**src/rtl/regfile_pkg.sv**
```systemverilog
// Shared register-file constants and the writeback requester index map.
package regfile_pkg;
  localparam int ADDR_W   = 5;
  localparam int DATA_W   = 32;
  localparam int NUM_REGS = 32;

  typedef enum logic [2:0] {
    REQ_ALU    = 3'd0,
    REQ_LOAD   = 3'd1,
    REQ_MULDIV = 3'd2
  } req_idx_e;
endpackage

```
**src/rtl/rr_arbiter.sv**
```systemverilog
// Round-robin arbiter: one-hot grant searched from r_ptr upward with wrap.
// r_ptr moves to the slot after the winner and holds when nothing is granted.
module rr_arbiter #(
  parameter int N = 3
) (
  input  logic         Clk,
  input  logic         resetControl,
  input  logic [N-1:0] req,
  input  logic         en,
  output logic [N-1:0] grant
);
  localparam int PTR_W = (N > 1) ? $clog2(N) : 1;

  logic [PTR_W-1:0] r_ptr;
  logic [PTR_W-1:0] w_next_ptr;
  logic             w_any;

  // NOTE: every output of this block gets a default before the loop, so no latch is inferred.
  always_comb begin
    int j;
    grant      = '0;
    w_any      = 1'b0;
    w_next_ptr = r_ptr;
    j          = 0;
    for (int k = 0; k < N; k++) begin
      j = int'(r_ptr) + k;
      if (j >= N) j = j - N;
      if (en && !w_any && req[j]) begin
        grant[j]   = 1'b1;
        w_any      = 1'b1;
        w_next_ptr = (j == N - 1) ? '0 : PTR_W'(j + 1);
      end
    end
  end

  // NOTE: state registers use non-blocking assignments so all flops update together.
  always_ff @(posedge Clk) begin
    if (resetControl) begin
      r_ptr <= '0;
    end else if (w_any) begin
      r_ptr <= w_next_ptr;
    end
  end
endmodule

```
**src/rtl/regfile_write_arbiter.sv**
```systemverilog
// Shares the register-file write port among NUM_REQ writeback sources.
// Optional RWA_DROP_R0_EN: writes to r0 are accepted and dropped outside arbitration.
module regfile_write_arbiter #(
  parameter int NUM_REQ = 3,
  parameter int DATA_W  = regfile_pkg::DATA_W,
  parameter int ADDR_W  = regfile_pkg::ADDR_W
) (
  input  logic                      Clk,
  input  logic                      resetControl,
  input  logic                      stall,
  input  logic [NUM_REQ-1:0]        wb_valid,
  input  logic [NUM_REQ*ADDR_W-1:0] wb_rd,
  input  logic [NUM_REQ*DATA_W-1:0] wb_data,
  output logic [NUM_REQ-1:0]        wb_ready,
  output logic                      rf_we,
  output logic [ADDR_W-1:0]         rf_rd,
  output logic [DATA_W-1:0]         rf_in,
  input  logic [ADDR_W-1:0]         rs,
  input  logic [ADDR_W-1:0]         rt,
  output logic                      pend_rs,
  output logic                      pend_rt
);
  logic [NUM_REQ-1:0] w_arb_req;
  logic [NUM_REQ-1:0] w_drop;
  logic [NUM_REQ-1:0] w_grant;
  logic               w_arb_en;
  logic [ADDR_W-1:0]  w_sel_rd;
  logic [DATA_W-1:0]  w_sel_data;
  logic               w_hit_rs;
  logic               w_hit_rt;

  logic               r_we;
  logic [ADDR_W-1:0]  r_rd;
  logic [DATA_W-1:0]  r_in;

  assign w_arb_en = !stall && !resetControl;

`ifdef RWA_DROP_R0_EN
  logic [NUM_REQ-1:0] w_is_r0;

  always_comb begin
    w_is_r0 = '0;
    for (int i = 0; i < NUM_REQ; i++) begin
      w_is_r0[i] = (wb_rd[i*ADDR_W +: ADDR_W] == '0);
    end
  end

  // r0 writes bypass arbitration and stall; reset still blocks acceptance.
  assign w_arb_req = wb_valid & ~w_is_r0;
  assign w_drop    = resetControl ? '0 : (wb_valid & w_is_r0);
`else
  assign w_arb_req = wb_valid;
  assign w_drop    = '0;
`endif

  rr_arbiter #(.N(NUM_REQ)) u_arb (
    .Clk          (Clk),
    .resetControl (resetControl),
    .req          (w_arb_req),
    .en           (w_arb_en),
    .grant        (w_grant)
  );

  assign wb_ready = w_grant | w_drop;

  always_comb begin
    w_sel_rd   = '0;
    w_sel_data = '0;
    for (int i = 0; i < NUM_REQ; i++) begin
      if (w_grant[i]) begin
        w_sel_rd   = w_sel_rd   | wb_rd[i*ADDR_W +: ADDR_W];
        w_sel_data = w_sel_data | wb_data[i*DATA_W +: DATA_W];
      end
    end
  end

  // NOTE: address/data are reset too because their post-reset value is observable on rf_rd/rf_in.
  always_ff @(posedge Clk) begin
    if (resetControl) begin
      r_we <= 1'b0;
      r_rd <= '0;
      r_in <= '0;
    end else begin
      r_we <= |w_grant;
      if (|w_grant) begin
        r_rd <= w_sel_rd;
        r_in <= w_sel_data;
      end
    end
  end

  assign rf_we = r_we;
  assign rf_rd = r_rd;
  assign rf_in = r_in;

  // A write is in flight if any source is still requesting it or it sits in the output register.
  always_comb begin
    w_hit_rs = r_we && (r_rd == rs);
    w_hit_rt = r_we && (r_rd == rt);
    for (int i = 0; i < NUM_REQ; i++) begin
      if (wb_valid[i] && (wb_rd[i*ADDR_W +: ADDR_W] == rs)) w_hit_rs = 1'b1;
      if (wb_valid[i] && (wb_rd[i*ADDR_W +: ADDR_W] == rt)) w_hit_rt = 1'b1;
    end
  end

  assign pend_rs = (rs != '0) && w_hit_rs;
  assign pend_rt = (rt != '0) && w_hit_rt;
endmodule

```
**config.mk**
```make
export PLATFORM = sky130hd
export DESIGN_NAME = regfile_write_arbiter
export DESIGN_NICKNAME = d
export VERILOG_FILES = /design/src/rtl/regfile_pkg.sv /design/src/rtl/rr_arbiter.sv /design/src/rtl/regfile_write_arbiter.sv
export SDC_FILE = /design/constraint.sdc
export NUM_CORES = 1
export LEC_CHECK = 0
export CAP_MARGIN = 5
export CORE_UTILIZATION = 36
export DETAILED_ROUTE_END_ITERATION = 16
export PLACE_DENSITY = 0.78
export SYNTH_ARGS = -nofsm -noshare
export SYNTH_HDL_FRONTEND = slang
export SYNTH_SLANG_ARGS = --single-unit
```
**constraint.sdc**
```tcl
create_clock -name Clk -period 2.5 [get_ports Clk]
set_input_delay 0.5 -clock Clk [delete_from_list [all_inputs] [get_ports Clk]]
set_output_delay 0.5 -clock Clk [all_outputs]
set_load 0.005 [all_outputs]
```
==> results of run 1 <==
==> cell usage in the layout (no fill, tap or decap), types with 2 or more instances in the layout <==
cell type / count
clkdlybuf4s50_1: 136
buf_4: 55
inv_1: 39
dfxtp_1: 38
a221oi_2: 34
xor2_1: 32
a22oi_1: 29
dlygate4sd2_1: 29
o21ai_2: 22
buf_6: 17
o21ai_1: 15
nand3_1: 9
xnor2_1: 8
a22oi_2: 8
clkbuf_8: 7
nor2_1: 6
a21oi_1: 5
nor4_1: 5
a221oi_1: 5
nand2_1: 4
o21ai_0: 4
buf_16: 4
buf_12: 4
nor4_2: 3
o21a_1: 3
mux2i_1: 2
nand2b_4: 2
a21oi_2: 2
inv_4: 2
or4_1: 2
nand4_1: 2
ha_4: 2
ha_1: 2
==> through the flow <==
| stage | TNS [ns] | area (sq um) | hold WS [ns] |
|---|---|---|---|
| finish | -12.28 | 5750 | 0.465 |
| global route | -15.97 | 5750 | 0.483 |
| CTS | -10.74 | 5650 | 0.466 |
| detailed placement | -25.75 | 5100 | 0.454 |
| global placement | -23.64 | 5100 | 0.448 |
| floorplan | -4.50 | 3170 | 0.456 |
==> metal layers <==
layer / wire, microns / part of all wire, % / track usage [%]
met2: 5760 / 51 / 44.1
met1: 4580 / 40 / 29.4
met4: 148 / 1.3 / 4.42
met5: 0 / 0 / 0
met3: 878 / 7.7 / 4.91
==> flip-flops by register name, indices dropped and copies added, names as in the netlist <==
signal	flops
u_arb.r_ptr	2
rf_we	1
rf_rd	5
rf_in	32
==> critical path, stage by stage (launching register included) <==
cell and delay [ns]:
dfxtp_4 0.37, inv_4 0.04, ha_4 0.25, nand2b_4 0.14, a221o_1 0.33, and4_4 0.20, a221o_2 0.39, buf_4 0.16
buf_6 0.11, buf_6 0.10
==> kinds of logic (layout without fill, tap and decap cells) <==
logic type                 count (synthesis)  after routing  share of synthesized area, %
buffers and inverters                     76            299                          15.5
AOI/OAI and AO/OA                        136            136                          37.7
and+or+nand+nor                           37             37                          7.03
adders and majority gates                  4              4                          1.62
muxes                                      3              3                          1.01
xor gates and xnor gates                  40             40                          11.3
DFF                                       40             40                          25.8
==> cell type report <==
| type | instances | area share, % |
|---|---|---|
| timing repair buffer | 249 | 42.9 |
| multi-input combinational | 220 | 35.8 |
| sequential | 40 | 14.0 |
| inverter | 42 | 2.83 |
| tap | 105 | 2.28 |
| clock buffer | 7 | 1.68 |
| clock inverter | 1 | 0.522 |
==> timing repair <==
action | 4_1_cts | 5_1_grt
setup endpoints to repair | 43 | 41
hold endpoints to repair | 0 | 0
buffers inserted | 19 | 7
gates resized for setup | 82 | 25
pin swaps | 21 | 6
gates cloned | 6 | 1
==> path summary, 6_finish.rpt <==
| check | start | end | slack (ns) |
|---|---|---|---|
| max | u_arb.r_ptr[0]$_SDFFE_PP0P_ | wb_ready[2] | -0.38 |
| min | rf_in[10]$_SDFFE_PP0P_ | rf_in[10]$_SDFFE_PP0P_ | 0.46 |
| max reg2reg | u_arb.r_ptr[0]$_SDFFE_PP0P_ | rf_in[18]$_SDFFE_PP0P_ | -0.37 |
| min reg2reg | rf_in[10]$_SDFFE_PP0P_ | rf_in[10]$_SDFFE_PP0P_ | 0.46 |
==> power groups by stage <==
stage	combinational [mW]	clock (mW)	sequential [mW]
after detailed placement	1.55	0	0.886
final	1.91	0.571	0.875
after global routing	2.04	0.614	0.889
after floorplan	0.852	0	0.883
after CTS	1.84	0.582	0.874
after global placement	1.50	0	0.882
==> impl_metrics.toml, run 1 <==
[grt]
first_global_vias = 3449
grt_start_max_net_pins = 40
grt_first_pass_wirelength_mm = 16.9
grt-ovfl-total = 0
grt_usage_pct = 24.2
antenna_found_initial = 0

[worst_hold_path]
whs_path_depth = 2
min_path_type = "reg -> reg"

[yosys]
avgSynthCellArea_sq_um = 9.22
synth_warnings = 0
async_flop_share_pct = 0
synth_top_area_share_pct = 25.8
synth.top_cells.by_count = "inv_1, dfxtp_1, a22oi_1, xor2_1, o21ai_1"
yosys.area.top_type = "dfxtp_1"
ys.flop_type = "dfxtp_1"
synth_most_common_cell = "inv_1"
synth_area_sq_um = 3100
yosysUniqueCellTypes = 41
syn_inst = 336
synth_area_leaders = "dfxtp_1, a221oi_2, xor2_1"
syn_nets = 467
synth_edf_count = 0
yosysSeqAreaShare_pct = 25.8
ys_ff_latch = 40

[cells_and_area]
antennaDiodeCount = 0
final_cells = 664
fillers = 634
nets = 689
area_growth_pct = 85.7
postLayoutCoreUtil_pct = 69.7
drive_gt1_share_pct = 32.4
multiInputGateArea_sq_um = 2060
regArea_sq_um = 806

[drt]
postRouteAntennaNets = 0
vias_per_cell = 5.34
drt_iter0_drc = 101
drc = 0
first_pass_iters = 5
wl_mm = 11.4
wl_per_cell_microns = 17.1
vias = 3546

[place]
dpl.hpwl_mm = 8.11
dp.cells = 625
pre_cts_ws_ns = -0.661
portBuffers = 169
gp_congestion = 0.920

[clock_tree]
cts_tree = "yes"
clock_latency_ns = 0.28
cts_sinks = 40
cts.clk_slew.worst_paths_ns = 0.08
root_buffer = "clkbuf_8"
cts.path.max_buffers = 2
ctsHoldBuffers = 0
cts_max_level = 2
cts_buffers = 5

[power_and_ir_drop]
internal_power_mw = 2.23
seq_power_share_pct = 26.1
vdd_drop_max_v = 0.000348
p_switching_mw = 1.12
pwr-share-clk_pct = 17.0
p_leak_nw = 2.24
power_density_nw_per_um2 = 583
p_total_mw = 3.35
p_sw_share_pct = 33.6
combPwrFrac_pct = 56.9

[run_status]
violations = "negative setup slack"
status = "complete, but fails checks"

[floorplan]
num_rows = 33
design.core.area_sq_um = 8260
num_io_pins = 170
initial_core_util_pct = 37.5
die_w_microns = 94.8
die_y_microns = 94.8
die_area_sq_um = 8980

[sta]
relSlewSlack_pct = 58.2
hold_viol_final = 0
skew_ns = 0.00482
slew_viol_final = 0
setup_viol = 41
period_needed_ns = 2.88
fmax_mhz = 347
min_period_over_period_pct = 115
rsz0062_at_grt = "true"
fin_ws_ns = -0.379
worst_pin_slew_ns = 0.626

[critical_path]
worstPathMaxFanout = 4
end_kind = "primary output"
cp.required_ns = 2.00
worst_setup_path_start_kind = "flip-flop"
crit_type = "reg -> out"
crit_arrival_ns = 2.38
reg2reg_depth = 13

[flow_run]
maxCapViolations = 0
Power figures use the tool's default switching activity.
==> run 2: changes to the inputs <==
- ABC_CLOCK_PERIOD_IN_PS: not set -> 2500
- SETUP_SLACK_MARGIN: not set -> 0.3
==> impl_metrics.toml, run 2 (synthesized netlist as in run 1, its figures left out) <==
[run_status]
status = "complete, but fails checks"
violations = "negative setup slack"

[clock_tree]
cts.clk_slew.worst_paths_ns = 0.08
cts_buffers = 5
cts_sinks = 40
cts.path.max_buffers = 2
root_buffer = "clkbuf_8"
cts_max_level = 2
cts_tree = "yes"
ctsHoldBuffers = 0
clock_latency_ns = 0.28

[critical_path]
cp.required_ns = 2.00
end_kind = "primary output"
crit_type = "reg -> out"
crit_arrival_ns = 2.33
worst_setup_path_start_kind = "flip-flop"
reg2reg_depth = 12
worstPathMaxFanout = 5

[drt]
wl_mm = 11.6
route.met3.wl_microns = 724
top_layer = "met4"
routed-wl-met2_mm = 6.01
wl_per_cell_microns = 17.6
first_pass_iters = 4
drt_iter0_drc = 56
wl_met1_mm = 4.73
vias_per_cell = 5.31
postRouteAntennaNets = 0
drc = 0
vias = 3505

[cells_and_area]
nets = 686
multiInputGateArea_sq_um = 2130
antennaDiodeCount = 0
layout_commonest_cell = "clkdlybuf4s50_1"
most-common-layout-cells = "clkdlybuf4s50_1, buf_4, inv_1, dfxtp_1, a221oi_2"
regArea_sq_um = 806
fillers = 677
drive_gt1_share_pct = 38.0
largest_register_ffs = 32
area_growth_pct = 85.4

[floorplan]
initial_core_util_pct = 37.5
die_area_sq_um = 8980
die_w_microns = 94.8
die_y_microns = 94.8
num_rows = 33
design.core.area_sq_um = 8260
num_io_pins = 170

[sta]
hold_viol_final = 0
setup_viol = 41
fmax_mhz = 353
slew_viol_final = 0
skew_ns = 0.00437
period_needed_ns = 2.83
min_period_over_period_pct = 113
fin_ws_ns = -0.332
worst_pin_slew_ns = 0.625
rsz0062_at_grt = "true"
relSlewSlack_pct = 58.4

[power_and_ir_drop]
power_density_nw_per_um2 = 557
p_leak_nw = 2.19
vdd_drop_max_v = 0.000376
p_total_mw = 3.20

[grt]
antenna_found_initial = 0
grt_usage_pct = 24.1
first_global_vias = 3497
grt_first_pass_wirelength_mm = 16.8
grt-ovfl-total = 0
grt_start_max_net_pins = 40

[place]
portBuffers = 169
dpl.hpwl_mm = 8.36
gp_congestion = 0.833
pre_cts_ws_ns = -0.657

[worst_hold_path]
whs_path_depth = 2
min_path_type = "reg -> reg"

[flow_run]
maxCapViolations = 0
-- run 2: layout make-up --
cell class	instances	area share [%]
repair buffers	246	42.4
multi-input cells	220	37.1
flip-flops and latches	40	14.0
inverters	42	2.79
well taps	105	2.29
clock buffers	5	1.20
clock inverters	2	0.218
-- run 2: per-stage QoR --
| step | std cells | setup TNS, ns | area [sq um] | hold WS (ns) | util, % |
|---|---|---|---|---|---|
| 2_1_floorplan | 336 | -4.48 | 3170 | 0.456 | - |
| 3_3_place_gp | 630 | -24.63 | 5160 | 0.447 | 62.5 |
| 3_5_place_dp | 630 | -26.04 | 5160 | 0.449 | 62.5 |
| 4_1_cts | 654 | -8.96 | 5610 | 0.461 | 67.9 |
| 5_1_grt | 660 | -15.09 | 5740 | 0.479 | 69.5 |
| 6_report | 660 | -11.13 | 5740 | 0.467 | 69.5 |
-- run 2: path summary, 6_finish.rpt --
check | from | to | slack [ns]
hold reg to reg | rf_in[4]$_SDFFE_PP0P_ | rf_in[4]$_SDFFE_PP0P_ | 0.47
setup / recovery | u_arb.r_ptr[0]$_SDFFE_PP0P_ | wb_ready[1] | -0.33
hold / removal | rf_in[4]$_SDFFE_PP0P_ | rf_in[4]$_SDFFE_PP0P_ | 0.47
setup reg to reg | u_arb.r_ptr[0]$_SDFFE_PP0P_ | rf_in[3]$_SDFFE_PP0P_ | -0.31
-- run 2: what timing repair did --
item / 4_1_cts / 5_1_grt
setup endpoints to repair: 44 / 44
resized for setup: 146 / 26
gates cloned: 4 / 2
setup buffers: 13 / 4
pin swaps: 25 / 34
-- run 2: worst max-delay path, stage by stage (launching register included) --
cell and delay (ns):
dfxtp_4 0.37, inv_4 0.04, ha_4 0.26, nand2b_4 0.14
a221o_1 0.36, and4_4 0.20, buf_6 0.11, buf_6 0.12
a22oi_4 0.17, inv_2 0.07, buf_6 0.11, buf_6 0.10
-- run 2: routing by layer --
| layer | up-vias | track usage [%] |
|---|---|---|
| li1 | 1688 | - |
| met1 | 1673 | 29.1 |
| met2 | 130 | 45.0 |
| met3 | 14 | 3.86 |
| met4 | 0 | 3.91 |
| met5 | - | 0 |
-- run 2: power breakdown --
| group | switching [mW] | total [mW] | internal [mW] |
|---|---|---|---|
| registers | 0.0931 | 0.870 | 0.777 |
| clock network | 0.223 | 0.412 | 0.189 |
| logic | 0.814 | 1.91 | 1.10 |
==> run 3: changes to the inputs <==
- CAP_MARGIN: 5 -> not set
==> results of run 3 <==
The final DEF is identical to that of run 2; final timing and power are the same.
==> variant 1 (settings of run 1) <==
Add a define of `RWA_DROP_R0_EN`.
--- a/src/rtl/regfile_write_arbiter.sv
+++ b/src/rtl/regfile_write_arbiter.sv
@@ -1,4 +1,6 @@
 // Shares the register-file write port among NUM_REQ writeback sources.
 // Optional RWA_DROP_R0_EN: writes to r0 are accepted and dropped outside arbitration.
+`define RWA_DROP_R0_EN
+
 module regfile_write_arbiter #(
   parameter int NUM_REQ = 3,
Behaviour: not the same (a bounded check fails within 4 cycles, from zero or initial values and one cycle with resetControl high).
==> variant 1 against run 1 <==
The flow still finishes with violations (setup timing). Setup slack lost 0.16 ns. Via count is 12% higher. Count of clock-buffer cells in the layout shrank 1. Wire length grew 13%. Power decreased by 12%. Fmax down 5.3%. Design area is 1.8% lower. Sequential cell count unchanged. Synthesized area shrank 7.1%. Largest power group unchanged.
==> variant 1: results (changes against run 1) <==
Outcome:
- The run finished, with violations left.
- The final reports fail on setup timing.

Power:
- The combinational cell power is 0.00153 W (-20%).
- The power in sequential cells is 0.000831 W (-5.0%).
- The internal power consumption is 0.00193 W (-13%).
- The switching fraction of total power came to 34.3% (+0.74 points).
- The peak ir drop on the vdd network came to 0.398 mV (+14%).

Placement:
- The routability congestion estimate is 0.915 (-0.55%).
- The placed standard-cell area is 5140 sq um (+0.76%).
- The number of placed instances, taps included is 640 (+2.4%).
- The HPWL after detailed placement is 9.25 mm (+14%).
- The worst slack at placement is -1.25 ns (-0.590 ns).

Clock network:
- The total clock buffers created by CTS is 5 (unchanged).
- The quantity of gates resized following cts is 141 (+72%).
- The number of buffers added for setup after CTS was 7 (-12).

STA:
- The worst setup skew after layout was 0.00573 ns (+0.000908 ns).
- The total of endpoints with negative setup slack in the final report is 41 (unchanged).
- The setup total negative slack was -19.50 ns (-7.22 ns).
- The final worst slack is -0.539 ns (-0.160 ns).

Yosys:
- After synthesis, the cell types taking the most area are sky130_fd_sc_hd__dfxtp_1, sky130_fd_sc_hd__a222oi_1, sky130_fd_sc_hd__a221oi_1.
- The commonest cells after synthesis are sky130_fd_sc_hd__nor2_1, sky130_fd_sc_hd__dfxtp_1, sky130_fd_sc_hd__a222oi_1.
- The distinct cell type count of the synthesized netlist is 44 (+7.3%).
- The post-synthesis compound-gate area fraction is 34.9% (-2.9 points).
- The post-synthesis share of cell area spent on xor and xnor gates is 12.2% (+0.87 points).
- The number of instances in the synthesized netlist came to 339 (+0.89%).
- The number of nets in the synthesized netlist is 470 (+0.64%).
- The multiplexer fraction of the synthesized cell area was 0.696% (-0.31 points).
- The adder-cell area share of the yosys netlist is 1.74% (+0.12 points).
- The sequential share of the synthesized area is 27.8% (+2.0 points).

Global routing:
- The number of global-route vias before repair is 3998 (+16%).
- The overall fraction of global-route tracks in use came to 30.0% (+5.8 points).
- The first-pass GRT wire length came to 20.1 mm (+19%).

Worst setup path:
- The arrival time at the worst endpoint is 2.54 ns (+0.16 ns).
- The longest individual stage delay on the worst path came to 0.52 ns (+0.13 ns).
- The slowest stage of the critical path is the sky130_fd_sc_hd__or4_4 cell.

Detailed routing:
- The count of TritonRoute iterations in the first routing pass was 8 (+3).
- The final routed wire length divided by cell count is 19.5 um (+14%).

Finish:
- The final-layout fill cell count is 570 (-10%).
- The number of nets at the end of the flow is 686 (-0.44%).
- The count of placed standard cells in the final layout, fillers left out is 658 (-0.90%).
[variant 1: routing by layer]
layer / vias up / wire (um) / track usage, %
li1: 1795 / - / -
met1: 1900 / 5190 / 37.9
met2: 243 / 6260 / 50.0
met3: 27 / 1150 / 6.95
met4: 0 / 254 / 9.92
met5: - / 0 / 0
[variant 1: area by class of cell]
cell class                 count  area (sq um)  share of cell area (%)
clock buffer                   6          82.6                    1.46
clock inverter                 2          38.8                   0.687
inverter                       7          26.3                   0.465
multi-input combinational    247          2200                    38.9
sequential                    40           802                    14.2
tap                          102           128                    2.26
timing repair buffer         254          2370                    42.0
[variant 1: path summary, 6_finish.rpt]
path                  start     endpoint  slack [ns]  cells past startpoint
max                wb_rd[2]  wb_ready[0]       -0.54                      8
min                rf_in[7]     rf_in[7]        0.54                      2
max reg2reg  u_arb.r_ptr[0]     rf_in[2]       -0.31                     12
min reg2reg        rf_in[7]     rf_in[7]        0.54                      2
==> variant 2 (config.mk and constraints of run 1) <==
Made on the original files. Reset style: asynchronous (`resetControl`), changed in 2 clocked blocks.
--- a/src/rtl/rr_arbiter.sv
+++ b/src/rtl/rr_arbiter.sv
@@ -35,5 +35,5 @@
 
   // NOTE: state registers use non-blocking assignments so all flops update together.
-  always_ff @(posedge Clk) begin
+  always_ff @(posedge Clk or posedge resetControl) begin
     if (resetControl) begin
       r_ptr <= '0;
--- a/src/rtl/regfile_write_arbiter.sv
+++ b/src/rtl/regfile_write_arbiter.sv
@@ -76,5 +76,5 @@
 
   // NOTE: address/data are reset too because their post-reset value is observable on rf_rd/rf_in.
-  always_ff @(posedge Clk) begin
+  always_ff @(posedge Clk or posedge resetControl) begin
     if (resetControl) begin
       r_we <= 1'b0;
Function: differs if resetControl is asserted again (counterexample within 4 cycles, from zero or initial values and one cycle with resetControl high); with resetControl held inactive, the same outputs for 10 cycles.
==> variant 2 against run 1 <==
The run still ends with setup timing left. Critical path depth is 2 higher. First-iteration DRC count grew to 2.7 times the old value. Final cell count is 8.6% lower. Synthesized area is 13% lower. Sequential power is 38% higher. Setup slack better by 0.15 ns. Design area is 8.2% lower. Synthesized cell count is 13% lower. Wire length is 8.2% lower. Largest cell class unchanged. Utilization is 3.1 points higher. Count of clock-buffer cells in the layout is 1 lower. Sequential cell count stayed put. Power is 57% higher.
==> variant 2: results (changes against run 1) <==
Outcome:
- The flow ran to the end, but the final reports show violations.
- The checks that failed: setup timing.

Worst setup path:
- In this run the critical register-to-register path is launched from u_arb.r_ptr[1].
- The origin of the worst setup path is stall.
- The slowest stage of the critical path belongs to the cell sky130_fd_sc_hd__clkdlybuf4s50_1.
- Broken down by cell family, the worst path's largest delay share belongs to buffers and inverters.
- The arrival time at the worst endpoint is 2.94 ns (+0.56 ns).
- The longest individual stage delay on the worst path is 0.44 ns (+0.05 ns).
- The number of cells traversed by the worst register-to-register path is 12 (-1).

Finish:
- The share of final-layout standard cells stronger than drive strength 1 is 23.2% (-9.2 points).
- The final-layout fill cell count is 533 (-16%).
- The count of placed standard cells in the final layout, fillers left out is 607 (-8.6%).
- The number of nets at the end of the flow came to 638 (-7.4%).
- The flip-flop count of the largest register after layout is 32 (unchanged).

STA:
- The max-slew headroom at the worst pin is 61.3% (+3.0 points).
- The total of endpoints with negative setup slack in the final report was 41 (unchanged).
- The final worst slack is -0.231 ns (+0.148 ns).

Min path:
- The class of the tightest hold or removal check is input pin to asynchronous set/reset pin.

Yosys:
- The commonest cells after synthesis are sky130_fd_sc_hd__inv_1, sky130_fd_sc_hd__dfrtp_1, sky130_fd_sc_hd__a222oi_1.
- The number of instances in the synthesized netlist is 291 (-13%).
- The sequential share of the synthesized area is 37.0% (+11 points).
- The share of synthesized registers carrying an async set or reset is 100% (+100 points).
- The main flop type after synthesis is sky130_fd_sc_hd__dfrtp_1.
- The post-synthesis compound-gate area fraction is 28.5% (-9.2 points).
- The post-synthesis share of cell area spent on xor and xnor gates is 12.9% (+1.6 points).
- The number of nets in the synthesized netlist is 422 (-9.6%).
- By area the synthesized netlist is led by sky130_fd_sc_hd__dfrtp_1, sky130_fd_sc_hd__a222oi_1, sky130_fd_sc_hd__xor2_1.
- The adder-cell area share of the yosys netlist is 1.85% (+0.23 points).

Detailed routing:
- The count of TritonRoute iterations in the first routing pass is 7 (+2).
- The average vias per placed instance is 5.36 (+0.29%).
- The final routed wire length divided by cell count is 17.2 um (+0.37%).
- The number of violations reported at the end of detailed-routing iteration 0 is 271 (+170%).

Placement:
- The HPWL after detailed placement is 7.51 mm (-7.4%).
- The number of placed instances, taps included is 581 (-7.0%).
- The routability congestion estimate is 0.933 (+1.4%).
- The worst slack at placement is -0.526 ns (+0.135 ns).

Global routing:
- The overall fraction of global-route tracks in use was 26.1% (+1.9 points).
- The maximum number of pins on one net before global-route repair is 27 (-33%).
- The number of global-route vias before repair is 3261 (-5.5%).
- The first-pass GRT wire length is 15.5 mm (-8.2%).

Power:
- The peak ir drop on the vdd network is 0.422 mV (+21%).
- The leakage power is 2.29 nW (+2.4%).
-- variant 2: cell types whose count changed after synthesis, sizes merged, moves of 3 or more --
cell	run 1	this run
nand3	9	12
dfrtp	0	40
a21oi	7	3
nor2	6	3
a22oi	38	0
a221oi	39	0
a222oi	0	37
clkbuf	25	17
dfxtp	40	0
-- variant 2: metal layers --
layer	routed length (um)	vias up	share of wire [%]	global-route usage (%)
met4	197	0	1.9	7.77
met2	5420	168	52	47.9
met3	813	20	7.8	5.60
met1	4000	1552	38	30.5
met5	0	-	0	0
li1	-	1511	-	-
-- variant 2: final timing paths --
path	end	slack [ns]
setup / recovery	rf_in[17]	-0.23
hold / removal	rf_in[22]	0.49
setup reg to reg	rf_in[13]	-0.21
hold reg to reg	rf_in[17]	0.53
max in group asynchronous	rf_in[7]	1.52
min in group Clk	rf_in[17]	0.53
-- variant 2: kinds of logic after synthesis --
kind of cell    Yosys count
fa+ha+maj                 4
flops                    40
compound gates           96
xor+xnor                 40
buf+inv                  71
mux                       2
simple gates             38
-- variant 2: area by class of cell --
class                           instances  share of cell area, %
Clock buffer                            6                   1.56
Timing Repair Buffer                  236                   43.8
Sequential cell                        40                   19.0
Inverter                               44                   3.13
Multi-Input combinational cell        180                   30.0
Clock inverter                          2                  0.190
Tap cell                               99                   2.35
-- variant 2: per-stage QoR --
stage	util, %	setup TNS (ns)	hold WS [ns]	instance area (sq um)
finish	72.8	-6.19	0.492	5280
global route	72.8	-8.73	0.514	5280
CTS	71.8	-4.38	0.486	5210
detailed placement	66.4	-19.74	0.517	4820
global placement	66.4	-17.89	0.511	4820
floorplan	-	0	0.517	2710
-- variant 2: timing repair --
action                                  in CTS  in global routing
pin swaps                                   18                 14
setup buffers                               13                  2
hold endpoints to repair                     0                  0
gates resized for setup                     72                 14
endpoints found under the setup margin      43                 43
gates cloned                                 3                  0
-- variant 2: worst register-to-register path, cell delays in order, from the launching register on --
cell,delay (ns)
sky130_fd_sc_hd__dfrtp_2,0.45
sky130_fd_sc_hd__inv_2,0.11
sky130_fd_sc_hd__ha_4,0.16
sky130_fd_sc_hd__mux2i_1,0.25
sky130_fd_sc_hd__o21a_2,0.20
sky130_fd_sc_hd__o2111ai_4,0.15
sky130_fd_sc_hd__buf_12,0.17
sky130_fd_sc_hd__buf_4,0.13
sky130_fd_sc_hd__o22ai_4,0.16
sky130_fd_sc_hd__buf_6,0.23
sky130_fd_sc_hd__or3_4,0.23
sky130_fd_sc_hd__bufbuf_16,0.30
sky130_fd_sc_hd__o21ai_1,0.06
-- variant 2: power breakdown --
part	leakage, nW	switching, W	internal (W)
clock	0.0510	0.000217	0.000220
combinational	1.75	0.00154	0.00209
sequential	0.491	0.000224	0.000984
